--- src/rtl/insn_fetch_pkg.sv ---
// rtl/insn_fetch_pkg.sv - shared state, step and operand-count definitions for the instruction fetcher
package insn_fetch_pkg;

    localparam int ADDR_W_DEF = 16;

    typedef enum logic [2:0] {
        ST_BOOT = 3'd0,
        ST_OP   = 3'd1,
        ST_LEN  = 3'd2,
        ST_OPND = 3'd3,
        ST_HOLD = 3'd4
    } state_t;

    localparam logic [2:0] IS_BOOT = 3'd0;
    localparam logic [2:0] IS_OP   = 3'd1;
    localparam logic [2:0] IS_LEN  = 3'd2;
    localparam logic [2:0] IS_OPND = 3'd2;  // operand k reports IS_OPND + k (3..5)
    localparam logic [2:0] IS_HOLD = 3'd6;

    localparam logic [1:0] LEN_0 = 2'd0;
    localparam logic [1:0] LEN_1 = 2'd1;
    localparam logic [1:0] LEN_2 = 2'd2;
    localparam logic [1:0] LEN_3 = 2'd3;

    function automatic logic [2:0] step_code(input state_t s, input logic [1:0] k);
        case (s)
            ST_BOOT: step_code = IS_BOOT;
            ST_OP:   step_code = IS_OP;
            ST_LEN:  step_code = IS_LEN;
            ST_OPND: step_code = IS_OPND + {1'b0, k};
            ST_HOLD: step_code = IS_HOLD;
            default: step_code = IS_BOOT;
        endcase
    endfunction

endpackage

--- src/rtl/insn_fetch_if.sv ---
// rtl/insn_fetch_if.sv - program-memory read port and decoder presentation bundle
interface insn_fetch_if #(parameter int ADDR_W = insn_fetch_pkg::ADDR_W_DEF);

    logic [ADDR_W-1:0] mem_addr;
    logic              mem_rd;
    logic [7:0]        mem_rdata;
    logic              mem_ack;
    logic [1:0]        len;
    logic [7:0]        insn;
    logic [7:0]        d1;
    logic [7:0]        d2;
    logic [7:0]        d3;
    logic [ADDR_W-1:0] insn_pc;
    logic [2:0]        is;
    logic              insn_valid;
    logic              insn_ready;
    logic              redirect;
    logic [ADDR_W-1:0] target;

    modport master (
        output mem_addr, mem_rd, insn, d1, d2, d3, insn_pc, is, insn_valid,
        input  mem_rdata, mem_ack, len, insn_ready, redirect, target
    );

    modport slave (
        input  mem_addr, mem_rd, insn, d1, d2, d3, insn_pc, is, insn_valid,
        output mem_rdata, mem_ack, len, insn_ready, redirect, target
    );

endinterface

--- src/rtl/insn_fetch_byte_buf.sv ---
// rtl/insn_fetch_byte_buf.sv - 4x8 instruction gather register (opcode plus three operands)
module fetch_byte_buf (
    input  logic       clk,
    input  logic       rst,
    input  logic       wr_en,
    input  logic [1:0] wr_idx,
    input  logic [7:0] wr_data,
    input  logic       clear,
    input  logic       freeze,
    output logic [7:0] b0,
    output logic [7:0] b1,
    output logic [7:0] b2,
    output logic [7:0] b3
);

    logic [7:0] bytes [4];

    // An opcode write lands in slot 0 and zeroes the operand slots in the same edge
    always_ff @(posedge clk or posedge rst) begin
        if (rst) begin
            for (int i = 0; i < 4; i++) bytes[i] <= 8'h00;
        end else if (wr_en && !freeze) begin
            for (int i = 0; i < 4; i++) begin
                if (clear)
                    bytes[i] <= (i == 0) ? wr_data : 8'h00;
                else if (wr_idx == 2'(i))
                    bytes[i] <= wr_data;
            end
        end
    end

    assign b0 = bytes[0];
    assign b1 = bytes[1];
    assign b2 = bytes[2];
    assign b3 = bytes[3];

endmodule

--- src/rtl/insn_fetch.sv ---
// rtl/insn_fetch.sv - gathers opcode and operand bytes from program memory and presents them to decode
module insn_fetch
    import insn_fetch_pkg::*;
#(
    parameter int                ADDR_W   = ADDR_W_DEF,
    parameter logic [ADDR_W-1:0] RESET_PC = '0
) (
    input  logic         clk,
    input  logic         rst,
    insn_fetch_if.master bus
);

    state_t            state, state_nx;
    logic [ADDR_W-1:0] pc, pc_nx;
    logic [ADDR_W-1:0] insn_pc_r, insn_pc_nx;
    logic [1:0]        cnt, cnt_nx;
    logic [1:0]        k, k_nx;
    logic              drop_rd, drop_rd_nx;
    logic              mem_rd_int;
    logic              ack;
    logic              redir;
    logic              buf_wr;
    logic              buf_clear;
    logic [7:0]        b0, b1, b2, b3;

    // drop_rd idles the bus for one cycle after a redirect abandons an un-acked read
    assign mem_rd_int = (state == ST_OP || state == ST_OPND) && !drop_rd;
    assign ack        = mem_rd_int && bus.mem_ack;
    assign redir      = bus.redirect && (state != ST_BOOT);

    always_ff @(posedge clk or posedge rst) begin
        if (rst) begin
            state     <= ST_BOOT;
            pc        <= RESET_PC;
            insn_pc_r <= RESET_PC;
            cnt       <= LEN_0;
            k         <= 2'd0;
            drop_rd   <= 1'b0;
        end else begin
            state     <= state_nx;
            pc        <= pc_nx;
            insn_pc_r <= insn_pc_nx;
            cnt       <= cnt_nx;
            k         <= k_nx;
            drop_rd   <= drop_rd_nx;
        end
    end

    always_comb begin
        state_nx   = state;
        pc_nx      = pc;
        insn_pc_nx = insn_pc_r;
        cnt_nx     = cnt;
        k_nx       = k;
        drop_rd_nx = 1'b0;
        buf_wr     = 1'b0;
        buf_clear  = 1'b0;
        case (state)
            ST_BOOT: state_nx = ST_OP;
            ST_OP: if (ack) begin
                buf_wr     = 1'b1;
                buf_clear  = 1'b1;
                insn_pc_nx = pc;
                pc_nx      = pc + ADDR_W'(1);
                state_nx   = ST_LEN;
            end
            ST_LEN: begin
                cnt_nx   = bus.len;
                k_nx     = 2'd1;
                state_nx = (bus.len == LEN_0) ? ST_HOLD : ST_OPND;
            end
            ST_OPND: if (ack) begin
                buf_wr = 1'b1;
                pc_nx  = pc + ADDR_W'(1);
                if (k == cnt) state_nx = ST_HOLD;
                else          k_nx     = k + 2'd1;
            end
            ST_HOLD: if (bus.insn_ready) state_nx = ST_OP;
            default: state_nx = ST_BOOT;
        endcase
        // Redirect wins over everything gathered this cycle, including a coincident ack
        if (redir) begin
            state_nx   = ST_OP;
            pc_nx      = bus.target;
            insn_pc_nx = insn_pc_r;
            buf_wr     = 1'b0;
            drop_rd_nx = mem_rd_int && !bus.mem_ack;
        end
    end

    fetch_byte_buf u_buf (
        .clk     (clk),
        .rst     (rst),
        .wr_en   (buf_wr),
        .wr_idx  (k),
        .wr_data (bus.mem_rdata),
        .clear   (buf_clear),
        .freeze  (state == ST_HOLD),
        .b0      (b0),
        .b1      (b1),
        .b2      (b2),
        .b3      (b3)
    );

    assign bus.mem_addr   = pc;
    assign bus.mem_rd     = mem_rd_int;
    assign bus.insn       = b0;
    assign bus.d1         = b1;
    assign bus.d2         = b2;
    assign bus.d3         = b3;
    assign bus.insn_pc    = insn_pc_r;
    assign bus.is         = step_code(state, k);
    assign bus.insn_valid = (state == ST_HOLD);

endmodule

--- src/flat_wrapper.sv ---
// flat-port wrapper written by rule: the top's interface ports become plain ports
module insn_fetch_flat import insn_fetch_pkg::*;
#(
    parameter int                ADDR_W   = ADDR_W_DEF,
    parameter logic [ADDR_W-1:0] RESET_PC = '0
)
  (clk, rst, bus_mem_addr, bus_mem_rd, bus_insn, bus_d1, bus_d2, bus_d3, bus_insn_pc, bus_is, bus_insn_valid, bus_mem_rdata, bus_mem_ack, bus_len, bus_insn_ready, bus_redirect, bus_target);
  insn_fetch_if #(.ADDR_W(ADDR_W)) bus_i ();
  input  logic clk;
  input  logic rst;
  output wire logic [$bits(bus_i.mem_addr)-1:0] bus_mem_addr;
  output wire logic [$bits(bus_i.mem_rd)-1:0] bus_mem_rd;
  output wire logic [$bits(bus_i.insn)-1:0] bus_insn;
  output wire logic [$bits(bus_i.d1)-1:0] bus_d1;
  output wire logic [$bits(bus_i.d2)-1:0] bus_d2;
  output wire logic [$bits(bus_i.d3)-1:0] bus_d3;
  output wire logic [$bits(bus_i.insn_pc)-1:0] bus_insn_pc;
  output wire logic [$bits(bus_i.is)-1:0] bus_is;
  output wire logic [$bits(bus_i.insn_valid)-1:0] bus_insn_valid;
  input wire logic [$bits(bus_i.mem_rdata)-1:0] bus_mem_rdata;
  input wire logic [$bits(bus_i.mem_ack)-1:0] bus_mem_ack;
  input wire logic [$bits(bus_i.len)-1:0] bus_len;
  input wire logic [$bits(bus_i.insn_ready)-1:0] bus_insn_ready;
  input wire logic [$bits(bus_i.redirect)-1:0] bus_redirect;
  input wire logic [$bits(bus_i.target)-1:0] bus_target;
  assign bus_mem_addr = bus_i.mem_addr;
  assign bus_mem_rd = bus_i.mem_rd;
  assign bus_insn = bus_i.insn;
  assign bus_d1 = bus_i.d1;
  assign bus_d2 = bus_i.d2;
  assign bus_d3 = bus_i.d3;
  assign bus_insn_pc = bus_i.insn_pc;
  assign bus_is = bus_i.is;
  assign bus_insn_valid = bus_i.insn_valid;
  assign bus_i.mem_rdata = bus_mem_rdata;
  assign bus_i.mem_ack = bus_mem_ack;
  assign bus_i.len = bus_len;
  assign bus_i.insn_ready = bus_insn_ready;
  assign bus_i.redirect = bus_redirect;
  assign bus_i.target = bus_target;
  insn_fetch #(.ADDR_W(ADDR_W), .RESET_PC(RESET_PC)) u_core (.clk(clk), .rst(rst), .bus(bus_i));
endmodule
--- config.mk ---
export PLATFORM = sky130hd
export DESIGN_NAME = insn_fetch_flat
export DESIGN_NICKNAME = d
export VERILOG_FILES = /design/src/rtl/insn_fetch_pkg.sv /design/src/rtl/insn_fetch_if.sv /design/src/rtl/insn_fetch_byte_buf.sv /design/src/rtl/insn_fetch.sv /design/src/flat_wrapper.sv
export SDC_FILE = /design/constraint.sdc
export NUM_CORES = 1
export LEC_CHECK = 0
export ABC_AREA = 1
export CAP_MARGIN = 10
export CORE_MARGIN = 2
export CORE_UTILIZATION = 51
export CTS_BUF_LIST = sky130_fd_sc_hd__clkbuf_16
export CTS_CLUSTER_DIAMETER = 80
export DETAILED_ROUTE_END_ITERATION = 8
export GPL_TIMING_DRIVEN = 0
export PLACE_DENSITY = 0.84
export SLEW_MARGIN = 20
export SYNTH_ARGS = -nofsm -noshare
export SYNTH_HDL_FRONTEND = slang
export SYNTH_SLANG_ARGS = --single-unit
--- constraint.sdc ---
create_clock -name clk -period 3.9 [get_ports clk]
set_input_delay 0.78 -clock clk [delete_from_list [all_inputs] [get_ports clk]]
set_output_delay 0.78 -clock clk [all_outputs]
set_load 0.02 [all_outputs]
* After elaboration in Yosys (flattened, before gate mapping)
Index checks and enable logic that the tools add are counted.
** Storage, ports and cells
- Register bits after elaboration :: 72
- Bits of input ports :: 31
- Logic and storage cells :: 84
** Cells by class
- Add/sub/neg operators :: 3
- Eq/ne operators :: 14
- Mux-type cells :: 27
- Bitwise gates (word level) :: 1
- Reduce and logical (&&, ||, !) cells :: 29
** Operators with widths (number)
- 8-bit two-way mux :: 8
- 16-bit two-way mux :: 3
- 3-bit two-way mux :: 6
- 16-bit by 1-bit adder with 16-bit output, second input constant :: 1
- 3-bit case mux with 5 select lines :: 1
- 2-bit nonzero test :: 7
- 3-bit case mux with 4 select lines :: 1
- 2-bit AND reduction :: 5
- 3-bit by 2-bit equality test with 1-bit output, second input constant :: 2
- 3-bit by 1-bit != test with 1-bit output, second input constant :: 2
- 3-bit by 2-bit != test with 1-bit output, second input constant :: 2
- 3-bit AND reduction :: 2
- 1-bit logical AND :: 5
- 1-bit two-way mux :: 5
- 2-bit equality test, second input constant :: 2
- 2-bit logical NOT :: 2
- 2-bit two-way mux :: 2
- 2-bit case mux with 2 select lines :: 1
- 4-bit AND reduction :: 1
- 2-bit by 2-bit adder with 3-bit output, first input constant :: 1
- 3-bit by 1-bit equality test with 1-bit output, second input constant :: 1
- 3-bit equality test, second input constant :: 1
- 1-bit logical NOT :: 3
- 3-bit logical NOT :: 1
- other kinds (9) :: 9

* Depth between registers and ports, before layout
Gate-level depths: netlist of run 1.
- Word-level depth :: 9
- Depth in mapped cells :: 9
- Depth with buffers taken out :: 9

* Modules after synthesis
Synthesis of run 1 repeated with hierarchy kept, for this count alone.
** Second synthesis, totals
- Cells, all modules :: 474
- Area, all modules :: 3659.8 sq um
** By module, submodules not included
- insn_fetch :: times used 1, cells each 309, area each 2249.7 sq um, sequential area each 1001.0 sq um
- fetch_byte_buf :: times used 1, cells each 165, area each 1410.1 sq um, sequential area each 800.8 sq um

* Least setup slack after synthesis of run 1
Ideal clock, no wire load.
- Path type :: register to output
- Start :: register u_core.state[2]
- End :: output bus_is[2]
- Data arrival time :: 1.469 ns
- Required time :: 3.120 ns
- Setup slack :: 1.651 ns
- Cell stages (with the launch flop) :: 5
- Buffers on the path :: 0
- Path through :: dfrtp_1 -> inv_2 -> nor3_1 -> inv_1 -> o21ai_0
** Between the ends
- Cells in the longest elaborated chain, start to end :: 2
- Elaborated cells between the ends (all ways) :: 5
- Those cells by class :: eq/ne (4); mux (1)
** RTL lines
- start: declaration :: line insn_fetch.sv:13 : state_t state, state_nx;
- start signal: assignment :: line insn_fetch.sv:40 : state <= state_nx;
- 3-bit equality test
- named net bus_insn_valid :: line flat_wrapper.sv:19 : output wire logic [$bits(bus_i.insn_valid)-1:0] bus_insn_valid;
- 3-bit case mux with 4 select lines :: line insn_fetch_pkg.sv:26 : case (s)
- end: declaration :: line flat_wrapper.sv:18 : output wire logic [$bits(bus_i.is)-1:0] bus_is;
The timed path passes the listed nets, and every way through them passes these cells.

* Worst setup path in the final report of run 1
- Start :: register u_core.state[1]
- End :: output bus_is[1]
** Between the ends
- Cells in the longest elaborated chain, start to end :: 2
- Elaborated cells between the ends (all ways) :: 5
- Those cells by class :: eq/ne (4); mux (1)
** RTL lines (line)
- 3-bit equality test, or another cell as far along :: insn_fetch_pkg.sv:26
- 3-bit case mux with 4 select lines (*) :: insn_fetch_pkg.sv:26
Mark *: on every way between the ends. The rest lies on a longest branch, timed or not.

==> out/qor.yml, run 1 <==
status: "complete, no violations"
netlist_instances: 425
dieArea_um2: 7530
ir_drop_mv: 0.447
p_comb_share_pct: 49.8
grt_antenna_before_repair: 0
critPathKind: "flip-flop to output port"
dpl.cell_count: 605
grt_pass1_vias: 3278
port_buffers: 99
fin_cells: 621
antenna_left: 0
synthToLayoutAreaGrowth_pct: 41.7
cts_buffers: 9
relSlewSlack_pct: 68.5
ys_seq_elements: 72
clk_pin_slew_ps: 50
p_sw_mw: 1.98
switching_share_pct: 42.4
layout-drive-gt1-share_pct: 8.87
finalSetupViolations: 0
diodes: 0
critPathSlowestCell: "clkdlybuf4s50_1"
initial_utilization_pct: 52.0
synthTopCellsByArea: "dfrtp_1 (52%), nand2_1 (16%), nand3_1 (4.4%)"
core_um2: 6720
die_height_um: 86.8
postPlaceCellArea_um2: 4610
max_stage_delay_ps: 620
synth_largest_area_cell: "dfrtp_1"
period_share_pct: 77.6
clock.fmax_mhz: 331
yosysSeqAreaShare_pct: 51.5
finalWirelength_um: 9480
fin_tns_setup_ps: 0
track_usage_pct: 26.7
grt_max_degree: 40
syn_area_per_cell_um2: 8.23
hold_violations: 0
drc: 0
power_frac_seq_pct: 30.1
ctsHoldBuffers: 0
leakage_nw: 2.32
dr.pass1.iters: 5
pwr-share-clk_pct: 20.1
cp_max_fo: 6
internal_power_mw: 2.69
worst_pin_slew_ps: 469
cts_tree: "yes"
initialDrtViolationCount: 198
cts_sinks: 72
ys_warn_count: 0
rsz0062_at_grt: "no"
drv_slew: 0
cpMostUsedCell: "inv_2"
htree_num_levels: 3
cts.path.max_buffers: 2
skew_ps: 6.21
clk_latency_ps: 330
nets: 572
cp-start-kind: "flip-flop"
dp_hpwl_um: 6910
cts-root-buf: "clkbuf_16"
grt_pass1_wl_um: 15500
cp.arrival_ps: 2250
grt-ovfl-total: 0
cts.repair.resized: 0
crit_chain: "inv_2, nor2_2, inv_2, nor2_1, inv_1, o211ai_1, clkdlybuf4s50_1"
final_area_um2: 4950
num_vias: 3382
hold_path_class: "flip-flop to flip-flop"
power_density_nw_per_um2: 944
dp_slack_ps: 1240
crit_required_ps: 3120
synth_cell_types: 28
gp_congestion: 0.882
yosys.area.top_type_share_pct: 51.5
synthesis.nets: 461
postLayoutCoreUtil_pct: 73.7
routed_via_density: 5.45
wl_per_cell_um: 15.3
io-pin-count: 100
fin_ws_ps: 874
power_mw: 4.68
fin_crit_ps: 3030
cts_setup_buffers: 0
critPathCaptureType: "output port"
cap_violations: 0
syn_area_um2: 3500
hold_ws_ps: 473
num_rows: 30
die_width_um: 86.8
-- power by group through the flow --
stage,Combinational (mW),Sequential (mW),Clock [mW]
2_1_floorplan,0.982,1.72,0
3_3_place_gp,2.25,1.39,0
3_5_place_dp,2.32,1.40,0
4_1_cts,2.34,1.40,0.943
5_1_grt,2.54,1.45,0.975
6_report,2.33,1.41,0.940
-- path summary, 6_finish.rpt --
kind	end	start	cells past startpoint	slack, ps
worst max-delay path	bus_is[1]	u_core.state[1]$_DFFE_PP0P_	7	870
worst min-delay path	u_core.drop_rd$_DFF_PP0_	u_core.drop_rd$_DFF_PP0_	1	470
worst max register to register	u_core.bus.insn_pc[5]$_DFFE_PP0P_	u_core.state[0]$_DFFE_PP0P_	9	2180
worst min register to register	u_core.drop_rd$_DFF_PP0_	u_core.drop_rd$_DFF_PP0_	1	470
max in group asynchronous	u_core.bus.insn_pc[3]$_DFFE_PP0P_	rst	3	2550
min in group asynchronous	u_core.u_buf.b3[2]$_DFFE_PP0P_	rst	2	810
-- placed cells by master (no fill, tap or decap) --
master,instances
buf_2,4
inv_2,7
nor2_2,1
xnor2_1,1
o211ai_4,3
nor2_4,1
inv_1,30
inv_4,2
clkdlybuf4s50_1,99
o21ai_1,25
buf_6,1
clkbuf_16,9
nand2_2,3
nand2_1,147
buf_4,5
o211ai_1,5
bufinv_16,3
nor2_1,35
nand3_1,31
o22ai_1,1
a21oi_1,14
dfrtp_1,72
nand3_2,1
o21ai_0,12
nand4_1,6
nor3_1,2
ha_1,5
clkinv_1,1
clkinv_4,3
nand3_4,1
nand2_4,3
nor4_1,1
buf_12,1
xor2_1,6
-- metal layers --
layer  share of wire, %  GRT usage (%)  vias up
met5                  0              0        -
met3                7.0           5.52       19
met4                2.0           10.8        0
li1                   -              -     1595
met1                 41           32.9     1616
met2                 50           45.7      152
-- cell usage after synthesis --
| cell type | count |
|---|---|
| o22ai_1 | 1 |
| xnor2_1 | 1 |
| nand3_4 | 1 |
| ha_1 | 5 |
| xor2_1 | 6 |
| nand3_1 | 31 |
| inv_2 | 7 |
| nor4_1 | 1 |
| o21ai_0 | 12 |
| nor2_1 | 35 |
| inv_1 | 31 |
| nor3_1 | 2 |
| nand2_4 | 3 |
| buf_4 | 5 |
| o21ai_1 | 25 |
| dfrtp_1 | 72 |
| nand2_2 | 3 |
| nand4_1 | 6 |
| o211ai_1 | 5 |
| buf_2 | 4 |
| nand2_1 | 147 |
| o211ai_4 | 3 |
| buf_6 | 1 |
| inv_4 | 1 |
| nor2_4 | 1 |
| nor2_2 | 1 |
| a21oi_1 | 14 |
| nand3_2 | 1 |
-- registers in the layout (all words and copies together) (netlist names) --
register,flops
u_core.u_buf.b1,8
u_core.u_buf.b2,8
u_core.bus.insn_pc,16
u_core.bus.mem_addr,16
u_core.u_buf.b3,8
u_core.u_buf.b0,8
u_core.cnt,2
u_core.state,3
u_core.drop_rd,1
u_core.k,2
-- logic make-up (layout without fill, tap and decap cells) --
logic type | count (synthesis) | count (layout) | share of synthesized area, %
and+or+nand+nor | 232 | 232 | 28.3
buffers and inverters | 49 | 165 | 6.23
xor gates and xnor gates | 7 | 7 | 1.75
DFF | 72 | 72 | 51.5
AOI/OAI and AO/OA | 60 | 60 | 10.4
adders and majority gates | 5 | 5 | 1.79
-- critical path, delay by kind of cell (launching register included) --
family	cells	cell delay, ps
AOI/OAI and AO/OA	1	150
buffers and inverters	4	910
DFF	1	440
and+or+nand+nor	2	420
-- final cells by class --
cell class,count,area [µm²]
clock buffers,9,225
plain buffers,10,68.8
well taps,80,100
multi-input cells,304,1480
fillers,476,1760
inverters,39,151
clock inverters,7,120
repair buffers,100,1010
flip-flops and latches,72,1800
Note: power is estimated with default switching activity, not from simulation.
==> run 2: changes to the inputs <==
--- a/config.mk
+++ b/config.mk
@@ -8,12 +8,12 @@
 export ABC_AREA = 1
 export CAP_MARGIN = 10
 export CORE_MARGIN = 2
-export CORE_UTILIZATION = 51
+export CORE_UTILIZATION = 43
 export CTS_BUF_LIST = sky130_fd_sc_hd__clkbuf_16
 export CTS_CLUSTER_DIAMETER = 80
 export DETAILED_ROUTE_END_ITERATION = 8
 export GPL_TIMING_DRIVEN = 0
-export PLACE_DENSITY = 0.84
+export PLACE_DENSITY = 0.75
 export SLEW_MARGIN = 20
 export SYNTH_ARGS = -nofsm -noshare
 export SYNTH_HDL_FRONTEND = slang
==> constraint.sdc (replaced) <==
create_clock -name clk -period 2.45 [get_ports clk]
set_input_delay 0.49 -clock clk [delete_from_list [all_inputs] [get_ports clk]]
set_output_delay 0.49 -clock clk [all_outputs]
set_load 0.02 [all_outputs]
==> out/qor.yml, run 2 (synthesis results as in run 1) <==
dp_hpwl_um: 7050  # was 6910 µm
core_um2: 7810  # was 6720 µm²
clock.fmax_mhz: 426
io-pin-count: 100  # unchanged
postPlaceCellArea_um2: 4640  # was 4610 µm²
grt_pass1_wl_um: 15800  # was 15,500 µm
fin_tns_setup_ps: 0  # unchanged
port_buffers: 99  # unchanged
dieArea_um2: 8870  # was 7530 µm²
skew_ps: 6.14  # was 6.21 ps
fillers: 656  # was 476
fin_crit_ps: 2350
power_density_nw_per_um2: 1480  # was 944 nW/µm²
dp_slack_ps: 17.0  # was 1240 ps
clk_latency_ps: 330  # about the same
power_mw: 7.35  # was 4.68 mW
num_vias: 3308  # was 3,382
switching_share_pct: 43.3  # was 42.4%
drc: 0  # unchanged
cts_tree: "yes"  # unchanged
routed_via_density: 5.14  # was 5.45
synthToLayoutAreaGrowth_pct: 41.8  # was 41.7%
layout-drive-gt1-share_pct: 9.43  # was 8.87%
grt-ovfl-total: 0  # unchanged
cp-start-kind: "flip-flop"  # unchanged
initial_utilization_pct: 44.8  # was 52.0%
cp.arrival_ps: 1860  # was 2250 ps
gp_congestion: 0.877  # was 0.882
grt_antenna_before_repair: 0  # unchanged
relSlewSlack_pct: 71.8  # was 68.5%
cap_violations: 0  # unchanged
dpl.cell_count: 627  # was 605
drv_slew: 0  # unchanged
diodes: 0  # unchanged
worst-r2r-setup-slack_ps: 690  # was 2180 ps
period_share_pct: 95.7
initialDrtViolationCount: 172  # was 198
cp_max_fo: 6  # unchanged
power_frac_seq_pct: 30.6  # was 30.1%
fin_cells: 643  # was 621
internal_power_mw: 4.17  # was 2.69 mW
nets: 572  # unchanged
track_usage_pct: 23.1  # was 26.7%
top_layer_used: "met4"  # unchanged
crit_required_ps: 1960  # was 3120 ps
critPathCaptureType: "output port"  # unchanged
cts-root-buf: "clkbuf_16"  # unchanged
hold_path_class: "flip-flop to flip-flop"  # unchanged
pwr-share-clk_pct: 19.1  # was 20.1%
die_height_um: 94.2  # was 86.8 µm
dr.pass1.iters: 4  # was 5
leakage_nw: 2.31  # was 2.32 nW
clk_pin_slew_ps: 60  # was 50 ps
grt_pass1_vias: 3227  # was 3,278
cts.path.max_buffers: 2  # unchanged
cts_buffers: 9  # unchanged
status: "complete, no violations"  # unchanged
finalSetupViolations: 0  # unchanged
htree_num_levels: 3  # unchanged
die_width_um: 94.2  # was 86.8 µm
antenna_left: 0  # unchanged
layout_common_cells: "nand2_1 (147), clkdlybuf4s50_1 (97), dfrtp_1 (72)"  # was nand2_1 (147), clkdlybuf4s50_1 (99), dfrtp_1 (72)
wl_met2_um: 4820  # was 4740 µm
met3_length_um: 598  # was 666 µm
wl_per_cell_um: 15.1  # was 15.3 µm
rsz0062_at_grt: "no"  # unchanged
wl_met1_um: 4110  # was 3890 µm
worst_pin_slew_ps: 424  # was 469 ps
final_area_um2: 4960  # was 4950 µm²
cts_setup_buffers: 0  # unchanged
grt_max_degree: 40  # unchanged
cts_sinks: 72  # unchanged
p_comb_share_pct: 50.3  # was 49.8%
fin_ws_ps: 105  # was 874 ps
hold_violations: 0  # unchanged
num_rows: 32  # was 30
critPathKind: "flip-flop to output port"  # unchanged
finalWirelength_um: 9730  # was 9480 µm
final_common_cell: "nand2_1"  # unchanged
ir_drop_mv: 0.577  # was 0.447 mV
p_sw_mw: 3.18  # was 1.98 mW
run 2: changes by cell type in the layout (fill, tap and decap cells not counted), moves of 2 or more:
cell,previous run,this run
clkbuf_2,0,2
clkdlybuf4s50_1,99,97
clkinv_4,3,1
clkinvlp_4,0,2
run 2: final cells by class:
cell class,count,area (µm²),share of cell area [%]
flip-flops and latches,72,1800,36.3
multi-input cells,304,1490,30.0
clock inverters,7,96.3,1.94
repair buffers,100,1000,20.2
plain buffers,10,68.8,1.39
clock buffers,9,225,4.54
well taps,102,128,2.57
inverters,39,151,3.05
run 2: power groups by stage:
stage	Sequential, mW	Clock (mW)	Combinational, mW
after CTS	2.24	1.42	3.73
after detailed placement	2.24	0	3.69
after floorplan	2.73	0	1.56
final	2.25	1.41	3.70
after global routing	2.32	1.48	4.04
after global placement	2.23	0	3.60
run 2: worst paths after layout:
path                                             start  cells past startpoint                        endpoint
setup / recovery           u_core.state[1]$_DFFE_PP0P_                      7                       bus_is[1]
hold / removal                u_core.drop_rd$_DFF_PP0_                      1        u_core.drop_rd$_DFF_PP0_
setup reg to reg           u_core.state[0]$_DFFE_PP0P_                      9  u_core.u_buf.b0[1]$_DFFE_PP0P_
hold reg to reg               u_core.drop_rd$_DFF_PP0_                      1        u_core.drop_rd$_DFF_PP0_
max in group asynchronous                          rst                      3       u_core.cnt[1]$_DFFE_PP0P_
min in group asynchronous                          rst                      2  u_core.u_buf.b2[6]$_DFFE_PP0P_
run 2: worst max-delay path, stage by stage (launching register included):
cell and delay, ps:
dfrtp_1 460, inv_2 170, nor2_4 200, inv_2 50
nor2_1 170, inv_1 80, o211ai_1 190, clkbuf_2 210
run 2: layer usage:
layer	up-vias	track usage (%)
li1	1600	-
met3	18	3.29
met5	-	0
met4	0	8.94
met1	1565	30.8
met2	125	38.1
run 2: what timing repair did:
item	in CTS	in global routing
gates resized for setup	3	6
hold buffers	0	0
cloned	0	0
setup endpoints to repair	2	3
run 2: stage by stage:
stage	hold slack [ps]	util [%]
6_report	464	63.5
5_1_grt	496	63.5
4_1_cts	469	63.5
3_5_place_dp	458	59.4
3_3_place_gp	448	59.1
2_1_floorplan	433	-
